### src/rtl/param_shift_register_if.sv
// Bus bundle for param_shift_register: control and data inputs plus register state outputs.
// The master drives operations and the slave (the register) returns its state.
interface param_shift_register_if #(
    parameter int WIDTH = 8
);
    localparam int CW = $clog2(WIDTH + 1);

    logic             en;
    logic [2:0]       mode;
    logic [WIDTH-1:0] d_par;
    logic             sin_msb;
    logic             sin_lsb;
    logic [WIDTH-1:0] q;
    logic [WIDTH-1:0] qbar;
    logic             sout_lsb;
    logic             sout_msb;
    logic [CW-1:0]    shift_cnt;
    logic             shift_done;

    modport master (
        output en, mode, d_par, sin_msb, sin_lsb,
        input  q, qbar, sout_lsb, sout_msb, shift_cnt, shift_done
    );

    modport slave (
        input  en, mode, d_par, sin_msb, sin_lsb,
        output q, qbar, sout_lsb, sout_msb, shift_cnt, shift_done
    );
endinterface

### src/rtl/param_shift_register.sv
// WIDTH-bit universal shift register: parallel load, shift/rotate both ways, clear, invert,
// with a saturating count of shifts since the last load or clear.
module param_shift_register #(
    parameter int               WIDTH       = 8,
    parameter logic [WIDTH-1:0] RESET_VALUE = '0
) (
    input  logic                  clk_in,
    input  logic                  rst_n,
    param_shift_register_if.slave bus
);
    localparam int            CW      = $clog2(WIDTH + 1);
    localparam logic [CW-1:0] CNT_MAX = CW'(WIDTH);

    localparam logic [2:0] MODE_HOLD   = 3'b000;
    localparam logic [2:0] MODE_LOAD   = 3'b001;
    localparam logic [2:0] MODE_SHR    = 3'b010;
    localparam logic [2:0] MODE_SHL    = 3'b011;
    localparam logic [2:0] MODE_ROR    = 3'b100;
    localparam logic [2:0] MODE_ROL    = 3'b101;
    localparam logic [2:0] MODE_CLEAR  = 3'b110;
    localparam logic [2:0] MODE_INVERT = 3'b111;

    logic [WIDTH-1:0] q_r;
    logic [WIDTH-1:0] q_nxt_s;
    logic [CW-1:0]    cnt_r;
    logic [CW-1:0]    cnt_nxt_s;
    logic [CW-1:0]    cnt_inc_s;

    // Saturating increment used by every shift and rotate.
    always_comb begin
        if (cnt_r == CNT_MAX) begin
            cnt_inc_s = cnt_r;
        end else begin
            cnt_inc_s = cnt_r + {{(CW-1){1'b0}}, 1'b1};
        end
    end

    // Next-state selection for the data word and shift counter.
    always_comb begin
        q_nxt_s   = q_r;
        cnt_nxt_s = cnt_r;
        if (bus.en) begin
            case (bus.mode)
                MODE_HOLD: begin
                    q_nxt_s   = q_r;
                    cnt_nxt_s = cnt_r;
                end
                MODE_LOAD: begin
                    q_nxt_s   = bus.d_par;
                    cnt_nxt_s = '0;
                end
                MODE_SHR: begin
                    q_nxt_s   = {bus.sin_msb, q_r[WIDTH-1:1]};
                    cnt_nxt_s = cnt_inc_s;
                end
                MODE_SHL: begin
                    q_nxt_s   = {q_r[WIDTH-2:0], bus.sin_lsb};
                    cnt_nxt_s = cnt_inc_s;
                end
                MODE_ROR: begin
                    q_nxt_s   = {q_r[0], q_r[WIDTH-1:1]};
                    cnt_nxt_s = cnt_inc_s;
                end
                MODE_ROL: begin
                    q_nxt_s   = {q_r[WIDTH-2:0], q_r[WIDTH-1]};
                    cnt_nxt_s = cnt_inc_s;
                end
                MODE_CLEAR: begin
                    q_nxt_s   = '0;
                    cnt_nxt_s = '0;
                end
                MODE_INVERT: begin
                    q_nxt_s   = ~q_r;
                    cnt_nxt_s = cnt_r;
                end
                default: begin
                    q_nxt_s   = q_r;
                    cnt_nxt_s = cnt_r;
                end
            endcase
        end else begin
            q_nxt_s   = q_r;
            cnt_nxt_s = cnt_r;
        end
    end

    // State registers; reset takes effect immediately without a clock edge.
    always_ff @(posedge clk_in or negedge rst_n) begin
        if (!rst_n) begin
            q_r   <= RESET_VALUE;
            cnt_r <= '0;
        end else begin
            q_r   <= q_nxt_s;
            cnt_r <= cnt_nxt_s;
        end
    end

    // Derived outputs are pure functions of registered state, so they track q with no lag.
    assign bus.q          = q_r;
    assign bus.qbar       = ~q_r;
    assign bus.sout_lsb   = q_r[0];
    assign bus.sout_msb   = q_r[WIDTH-1];
    assign bus.shift_cnt  = cnt_r;
    assign bus.shift_done = (cnt_r == CNT_MAX);
endmodule

### src/flat_wrapper.sv
// flat-port wrapper written by rule: the top's interface ports become plain ports
module param_shift_register_flat 
#(
    parameter int               WIDTH       = 8,
    parameter logic [WIDTH-1:0] RESET_VALUE = '0
)
  (clk_in, rst_n, bus_en, bus_mode, bus_d_par, bus_sin_msb, bus_sin_lsb, bus_q, bus_qbar, bus_sout_lsb, bus_sout_msb, bus_shift_cnt, bus_shift_done);
  param_shift_register_if #(.WIDTH(WIDTH)) bus_i ();
  input  logic clk_in;
  input  logic rst_n;
  input wire logic [$bits(bus_i.en)-1:0] bus_en;
  input wire logic [$bits(bus_i.mode)-1:0] bus_mode;
  input wire logic [$bits(bus_i.d_par)-1:0] bus_d_par;
  input wire logic [$bits(bus_i.sin_msb)-1:0] bus_sin_msb;
  input wire logic [$bits(bus_i.sin_lsb)-1:0] bus_sin_lsb;
  output wire logic [$bits(bus_i.q)-1:0] bus_q;
  output wire logic [$bits(bus_i.qbar)-1:0] bus_qbar;
  output wire logic [$bits(bus_i.sout_lsb)-1:0] bus_sout_lsb;
  output wire logic [$bits(bus_i.sout_msb)-1:0] bus_sout_msb;
  output wire logic [$bits(bus_i.shift_cnt)-1:0] bus_shift_cnt;
  output wire logic [$bits(bus_i.shift_done)-1:0] bus_shift_done;
  assign bus_i.en = bus_en;
  assign bus_i.mode = bus_mode;
  assign bus_i.d_par = bus_d_par;
  assign bus_i.sin_msb = bus_sin_msb;
  assign bus_i.sin_lsb = bus_sin_lsb;
  assign bus_q = bus_i.q;
  assign bus_qbar = bus_i.qbar;
  assign bus_sout_lsb = bus_i.sout_lsb;
  assign bus_sout_msb = bus_i.sout_msb;
  assign bus_shift_cnt = bus_i.shift_cnt;
  assign bus_shift_done = bus_i.shift_done;
  param_shift_register #(.WIDTH(WIDTH), .RESET_VALUE(RESET_VALUE)) u_core (.clk_in(clk_in), .rst_n(rst_n), .bus(bus_i));
endmodule
### config.mk
export PLATFORM = sky130hd
export DESIGN_NAME = param_shift_register_flat
export DESIGN_NICKNAME = d
export VERILOG_FILES = /design/src/rtl/param_shift_register_if.sv /design/src/rtl/param_shift_register.sv /design/src/flat_wrapper.sv
export SDC_FILE = /design/constraint.sdc
export NUM_CORES = 1
export LEC_CHECK = 0
export ABC_AREA = 1
export CORE_MARGIN = 8
export CORE_UTILIZATION = 47
export DETAILED_ROUTE_END_ITERATION = 6
export PLACE_DENSITY = 0.81
export SYNTH_ARGS = -nofsm -noshare
export SYNTH_HDL_FRONTEND = slang
export SYNTH_SLANG_ARGS = --single-unit
### constraint.sdc
create_clock -name clk_in -period 1.65 [get_ports clk_in]
set_input_delay 0.495 -clock clk_in [delete_from_list [all_inputs] [get_ports clk_in]]
set_output_delay 0.495 -clock clk_in [all_outputs]
set_load 0.01 [all_outputs]
# Yosys cells after proc, flatten, opt, wreduce, memory -nomap -nowiden

Cells that the tools add are included.

Memories kept: 0
Bits in writable memories: 0
Bits of input ports: 16
Bits in read-only memories: 0
Bits in registers: 12
Output and inout bits: 23
Bits in latches: 0
Word-level logic and storage cells: 24

Bitwise operators: 3
Add/sub/neg operators: 1
Multiply operators: 0
$lt $le $gt $ge: 0
Muxes and demuxes: 3
Reduce and logical (&&, ||, !) cells: 6
Div/mod/pow operators: 0
Shift-type cells: 0
Equality and inequality tests: 9

Operators with widths:

| operator            | number |
|---|---|
| $pmux 8 s7          | 1 |
| $eq 3x3->1 const B  | 4 |
| $not 8->8           | 1 |
| $pmux 4 s2          | 1 |
| $eq 3x2->1 const B  | 2 |
| $add 4x1->4 const B | 1 |
| $eq 4x4->1 const B  | 1 |
| $mux 4              | 1 |
| $reduce_or 2->1     | 2 |
| $reduce_or 4->1     | 1 |
| $eq 3x1->1 const B  | 1 |
| $logic_not 3->1     | 1 |
| $reduce_and 3->1    | 1 |
| $ne 2x2->1 const B  | 1 |
| $not 1->1           | 2 |
| $reduce_and 2->1    | 1 |

# Longest topological paths before layout

Gate-level depths: netlist of run 1.

Depth in word-level cells: 4
Mapped depth: 9
Depth with buffers taken out: 8

# Least setup slack after synthesis of run 1

OpenSTA, ideal clock, no wires.

Path type: register to output
From: reg u_core.cnt_r[0], in the netlist u_core.bus.shift_cnt[0]
To: out bus_shift_done
Buffers on the path: 0
Data arrival time: 0.978 ns
Path slack: 0.177 ns
Cell stages (with the launch flop): 5
Required time: 1.155 ns
Cells stage by stage: dfrtp_1 -> inv_1 -> ha_1 -> nand2_1 -> nor2_1

Longest elaborated chain between the ends: 1

Ends and longest elaborated chain:

| what                   | line                        | text |
|---|---|---|
| start, declared        | param_shift_register.sv:25  | `logic [CW-1:0] cnt_r;` |
| start signal, assigned | param_shift_register.sv:94  | `cnt_r <= cnt_nxt_s;` |
| $eq 4x4->1             | param_shift_register.sv:104 | `assign bus.shift_done = (cnt_r == CNT_MAX);` |
| end, declared          | flat_wrapper.sv:21          | `output wire logic [$bits(bus_i.shift_done)-1:0] bus_shift_done;` |

No other way between the ends.

# Worst setup path after layout of run 1

Same ends and word-level chain as after synthesis.

==> impl_metrics.py, run 1 <==
metrics = {
    "timing": {
        "period_needed_ps": 1630,
        "final.setup.tns_ps": 0,
        "skew_ps": 7.52,
        "period_share": 0.990,
        "worst_slack_ps": 16.5,
        "fmax_mhz": 612,
        "slew_headroom": 0.829,
        "finalMaxSlewViolations": 0,
        "rsz0062_at_grt": "yes",
        "setup_viol": 0,
        "hold_viol": 0,
        "worstMarginPinSlew_ps": 257,
    },
    "routing": {
        "wl_met3_um": 243,
        "drt-initial-drc-count": 63,
        "drt-total-wl_mm": 3.39,
        "wl_per_cell_um": 13.6,
        "met2_length_mm": 1.77,
        "ant_nets": 0,
        "met1_length_mm": 1.32,
        "top_layer": "met4",
        "drt_first_pass_iters": 4,
        "drt-vias-per-instance": 5.07,
        "vias": 1267,
        "post-route-drc-count": 0,
    },
    "worst_setup_path": {
        "critPathCaptureType": "primary output",
        "r2r_slack_ps": 350,
        "startpoint_type": "flip-flop",
        "criticalPathCategory": "reg2out",
        "worstPathArrival_ps": 1140,
        "path_max_fanout": 2,
        "crit_slowest_cell": "dfrtp_1",
        "critPathRequiredTime_ps": 1150,
        "max_stage_delay_ps": 390,
        "path_cells": "inv_2 > ha_4 > nand2_2 > nor2_2 > buf_2",
    },
    "power_and_ir_drop": {
        "power_mw": 1.41,
        "p_int_mw": 0.844,
        "p_per_area_nw_per_um2": 854,
        "switching_power_mw": 0.567,
        "p_leak_nw": 0.936,
        "ir_drop_v": 0.000593,
        "combPwrFrac": 0.576,
        "p_sw_frac": 0.402,
        "clkPwrFrac": 0.130,
        "pwr-share-seq": 0.294,
    },
    "min_path": {
        "holdCritPathClass": "in2async",
    },
    "cells_and_area": {
        "insertedDiodeCount": 0,
        "final_cells": 250,
        "fin_area_sq_um": 1650,
        "final_layout_size_suffix_gt1_frac": 0.279,
        "final_nets": 242,
        "area_growth_syn_to_layout_pct": 56.9,
    },
    "cts": {
        "clk_latency_ps": 280,
        "clock_path_buffers": 2,
        "cts_buffers": 3,
        "clockRootBuffer": "clkbuf_4",
        "path_clk_slew_ps": 80,
        "postCtsHoldBufs": 0,
        "cts_max_level": 1,
        "cts.sinks": 12,
        "cts_tree": "done",
    },
    "synth": {
        "syn_area_per_cell_sq_um": 6.67,
        "syn_area_sq_um": 1050,
        "synth_cell_types": 23,
        "ys.flop_type": "dfrtp_1",
        "yosysSeqAreaShare": 0.285,
        "synth_edf_count": 0,
        "syn-instance-count": 158,
        "syn-num-nets": 176,
        "yosysWarningCount": 0,
        "async_flop_share": 1.00,
        "ys_seq_elements": 12,
    },
    "grt": {
        "grt_pass1_vias": 1268,
        "grt_usage": 0.172,
        "antenna_found_initial": 0,
        "grt_pass1_wl_mm": 5.75,
        "gr-total-overflow": 0,
        "grt_max_degree": 13,
    },
    "place": {
        "placed_area_sq_um": 1540,
        "place_ws_ps": -358,
        "dp_hpwl_mm": 2.44,
        "port_buffers": 38,
        "dp.cells": 235,
        "place_congestion": 0.810,
    },
    "floorplan": {
        "dieArea_sq_um": 4010,
        "die-width_um": 63.3,
        "initial_utilization": 0.486,
        "core-area_sq_um": 2170,
        "row_count": 17,
        "ios": 39,
        "chipHeight_um": 63.3,
    },
    "run": {
        "maxCapViolCount": 0,
    },
    "run_status": {
        "status": "complete, no violations",
    },
}
final timing paths:
check / start / cells after the start / end
setup / recovery: u_core.bus.shift_cnt[0]$_DFFE_PN0P_ / 5 / bus_shift_done
hold / removal: rst_n / 2 / u_core.bus.q[7]$_DFFE_PN0P_
setup reg to reg: u_core.bus.shift_cnt[0]$_DFFE_PN0P_ / 10 / u_core.bus.shift_cnt[3]$_DFFE_PN0P_
hold reg to reg: u_core.bus.q[4]$_DFFE_PN0P_ / 2 / u_core.bus.q[4]$_DFFE_PN0P_
max in group asynchronous: rst_n / 2 / u_core.bus.q[2]$_DFFE_PN0P_
min in group clk_in: u_core.bus.q[4]$_DFFE_PN0P_ / 2 / u_core.bus.q[4]$_DFFE_PN0P_
synth_stat cells, types with 3 or more instances:
| master | count | area (sq um) |
|---|---|---|
| inv_1 | 17 | 63.8 |
| nand4_1 | 4 | 25.0 |
| dfrtp_1 | 12 | 300 |
| nand2_1 | 65 | 244 |
| nand2_2 | 4 | 25.0 |
| o21ai_1 | 8 | 40.0 |
| nand3_1 | 9 | 45.0 |
| o21ai_0 | 7 | 35.0 |
| buf_6 | 3 | 33.8 |
| nor2_1 | 7 | 26.3 |
| inv_2 | 3 | 11.3 |
layer usage:
| layer | vias to the layer above | GRT usage |
|---|---|---|
| li1 | 623 | - |
| met1 | 573 | 0.191 |
| met2 | 62 | 0.303 |
| met3 | 9 | 0.0530 |
| met4 | 0 | 0.0557 |
| met5 | - | 0 |
cell type report:
type,instances,area (sq um)
repair buffers,65,549
well taps,28,35.0
inverters,22,87.6
fillers,183,517
multi-input cells,120,658
clock buffers,3,22.5
flip-flops and latches,12,300
power by group through the flow:
stage	logic (mW)	clock network (mW)	registers, mW
floorplan	0.310	0	0.481
global placement	0.764	0	0.429
detailed placement	0.779	0	0.432
CTS	0.787	0.187	0.410
global route	0.895	0.209	0.422
finish	0.812	0.184	0.415
per-stage QoR:
step,util,hold WS (ps)
after CTS,0.748,531
after global placement,0.710,540
after detailed placement,0.710,558
after global routing,0.762,529
final,0.762,524
after floorplan,-,199
worst max-delay path: cells and delay by family (launching register included):
family / cells / cell delay [ps]
buffers and inverters: 2 / 220
adders and majority gates: 1 / 120
DFF: 1 / 390
and+or+nand+nor: 2 / 150
state kept, by name, indices dropped and copies added, names as in the netlist:
register	count
u_core.bus.shift_cnt	4
u_core.bus.q	8
timing repair:
action	4_1_cts	5_1_grt
pin swaps	1	3
resized for setup	34	15
cloned	1	0
endpoints found under the setup margin	30	15
buffers inserted	10	1
cells by family after synthesis:
kind of cell             synth area share
AO/OA/AOI/OAI                       0.109
flip-flops                          0.285
adder cells (fa/ha/maj)            0.0237
buffers and inverters               0.129
AND/OR/NAND/NOR                     0.444
XOR/XNOR                          0.00832
placed cells by master (no fill, tap or decap), types with 2 or more instances in the layout:
cell              n
dlygate4sd2_1    20
inv_2             5
nand2_1          62
clkdlybuf4s50_1  13
o21bai_1          2
clkbuf_4          3
inv_1            15
inv_4             2
nor2_4            2
o21ai_1          11
nand2_4           2
buf_2             2
nand2_2           7
dfrtp_1          12
o21ai_2           2
o21ai_0           3
nand3_1           8
buf_4            26
nand4_1           4
nor2_1            6
nand3_2           4
No activity file was read; power rests on OpenSTA's default activity.
==> run 2, diff against run 1 <==
- ABC_CLOCK_PERIOD_IN_PS: default -> 1650
==> results of run 2 <==
The final DEF is identical to that of run 1; final timing and power are the same.
==> run 3, diff against run 2 <==
- CORE_ASPECT_RATIO: default -> 1.4
- CORE_MARGIN: 8 -> default
==> run 3 against run 2 <==
The run now ends with setup timing left; global-route usage rose by 12 points; clock power increased by 35%; highest routed layer unchanged; critical endpoint unchanged; core utilization grew 9.3 points; critical path type unchanged; sequential power is essentially flat; largest power group unchanged; non-clock buffer count is 8 higher.
==> impl_metrics.py, run 3 (synthesis results as in run 1) <==
metrics = {
    "cells_and_area": {
        "final_cells": 252,
        "area_growth_syn_to_layout_pct": 65.9,
        "final_layout_size_suffix_gt1_frac": 0.303,
        "layout_commonest_cell": "nand2_1",
        "insertedDiodeCount": 0,
        "fill_cells": 130,
        "final_cell_mix": "nand2_1 (61), buf_4 (32), dlygate4sd2_1 (20)",
        "final_nets": 250,
        "largest_register_ffs": 8,
    },
    "floorplan": {
        "chipHeight_um": 58.0,
        "dieArea_sq_um": 2440,
        "die-width_um": 42.0,
        "initial_utilization": 0.515,
        "row_count": 19,
        "ios": 39,
        "core-area_sq_um": 2040,
    },
    "worst_setup_path": {
        "max_stage_delay_ps": 390,
        "crit_slowest_cell": "dfrtp_1",
        "path_cells": "inv_2 > ha_4 > nand2_2 > nor2_2 > buf_2",
        "criticalPathCategory": "reg2out",
        "cpLargestDelayFamily": "flip-flops",
        "startpoint_type": "flip-flop",
        "cp.depth": 5,
        "path_max_fanout": 2,
        "ff2ff_path_depth": 9,
        "critPathRequiredTime_ps": 1150,
        "worstPathArrival_ps": 1190,
        "critPathCaptureType": "primary output",
        "crit_buf_inv": 2,
    },
    "timing": {
        "period_share": 1.02,
        "setup_viol": 1,
        "worstMarginPinSlew_ps": 221,
        "hold-worst-slack_ps": 507,
        "skew_ps": 6.89,
        "rsz0062_at_grt": "yes",
        "period_needed_ps": 1690,
        "fmax_mhz": 593,
        "hold_viol": 0,
        "slew_headroom": 0.852,
        "worst_slack_ps": -36.7,
        "finalMaxSlewViolations": 0,
    },
    "grt": {
        "grt_max_degree": 17,
        "grt_pass1_vias": 1262,
        "antenna_found_initial": 0,
        "grt_pass1_wl_mm": 5.42,
        "gr-total-overflow": 0,
        "grt_usage": 0.291,
    },
    "cts": {
        "clk_latency_ps": 280,
        "cts_max_level": 1,
        "clock_path_buffers": 2,
        "cts_tree": "done",
        "cts.sinks": 12,
        "clockRootBuffer": "clkbuf_4",
        "path_clk_slew_ps": 90,
        "cts_buffers": 3,
    },
    "routing": {
        "ant_nets": 0,
        "drt-total-wl_mm": 3.49,
        "drt_first_pass_iters": 4,
        "wl_per_cell_um": 13.9,
        "post-route-drc-count": 0,
        "drt-vias-per-instance": 5.35,
        "vias": 1347,
        "drt-initial-drc-count": 63,
    },
    "place": {
        "port_buffers": 38,
        "place_congestion": 0.839,
        "dp.cells": 230,
        "dp_hpwl_mm": 2.32,
    },
    "power_and_ir_drop": {
        "switching_power_mw": 0.600,
        "clkPwrFrac": 0.161,
        "p_per_area_nw_per_um2": 878,
        "combPwrFrac": 0.570,
        "pwr-share-seq": 0.269,
        "p_leak_nw": 0.993,
        "p_sw_frac": 0.391,
        "ir_drop_v": 0.000602,
        "power_mw": 1.53,
        "p_int_mw": 0.935,
    },
    "run_status": {
        "violations": "setup timing",
        "status": "finished with violations",
    },
    "run": {
        "maxCapViolCount": 0,
    },
    "min_path": {
        "holdCritPathClass": "in2async",
    },
}
[run 3: cell count changes in the layout (fill, tap and decap cells not counted), sizes merged]
cell          previous run  this run
clkbuf                   4         5
buf                     29        36
dlymetal6s2s             1         2
[run 3: routing by layer]
metal,part of all wire,up-vias,GRT usage
met4,0.027,0,0.129
met3,0.050,13,0.0530
li1,-,641,-
met2,0.55,78,0.567
met1,0.37,615,0.294
met5,0,-,0
[run 3: metrics by stage]
step / setup WS, ps / area [sq um] / setup TNS, ps / utilization
detailed placement: -311 / 1560 / -3510 / 0.763
floorplan: 177 / 1050 / 0 / -
CTS: -86.9 / 1630 / -86.9 / 0.799
finish: -36.7 / 1750 / -36.7 / 0.855
global placement: -258 / 1560 / -2970 / 0.763
global route: -109 / 1750 / -113 / 0.855
[run 3: worst paths after layout]
kind | startpoint | to | slack, ps
max | u_core.bus.shift_cnt[0]$_DFFE_PN0P_ | bus_shift_done | -40
min | rst_n | u_core.bus.shift_cnt[2]$_DFFE_PN0P_ | 510
max reg2reg | u_core.bus.shift_cnt[0]$_DFFE_PN0P_ | u_core.bus.shift_cnt[2]$_DFFE_PN0P_ | 410
min reg2reg | u_core.bus.q[3]$_DFFE_PN0P_ | u_core.bus.q[3]$_DFFE_PN0P_ | 570
max in group asynchronous | rst_n | u_core.bus.q[3]$_DFFE_PN0P_ | 970
min in group clk_in | u_core.bus.q[3]$_DFFE_PN0P_ | u_core.bus.q[3]$_DFFE_PN0P_ | 570
[run 3: final cells by class]
type / instances / area (sq um) / area share
clock buffers: 4 / 36.3 / 0.0208
inverters: 22 / 87.6 / 0.0501
multi-input cells: 120 / 664 / 0.380
flip-flops and latches: 12 / 300 / 0.172
well taps: 21 / 26.3 / 0.0150
repair buffers: 73 / 633 / 0.362
[run 3: power by group through the flow]
stage | clock, mW | combinational [mW] | sequential, mW
finish | 0.248 | 0.874 | 0.413
global route | 0.272 | 0.951 | 0.423
CTS | 0.250 | 0.783 | 0.410
detailed placement | 0 | 0.788 | 0.433
global placement | 0 | 0.764 | 0.428
floorplan | 0 | 0.310 | 0.481
[run 3: what timing repair did]
action,4_1_cts,5_1_grt
hold buffers,0,0
endpoints found under the setup margin,26,15
pin swaps,1,4
setup buffers,9,8
gates cloned,0,1
resized for setup,31,16
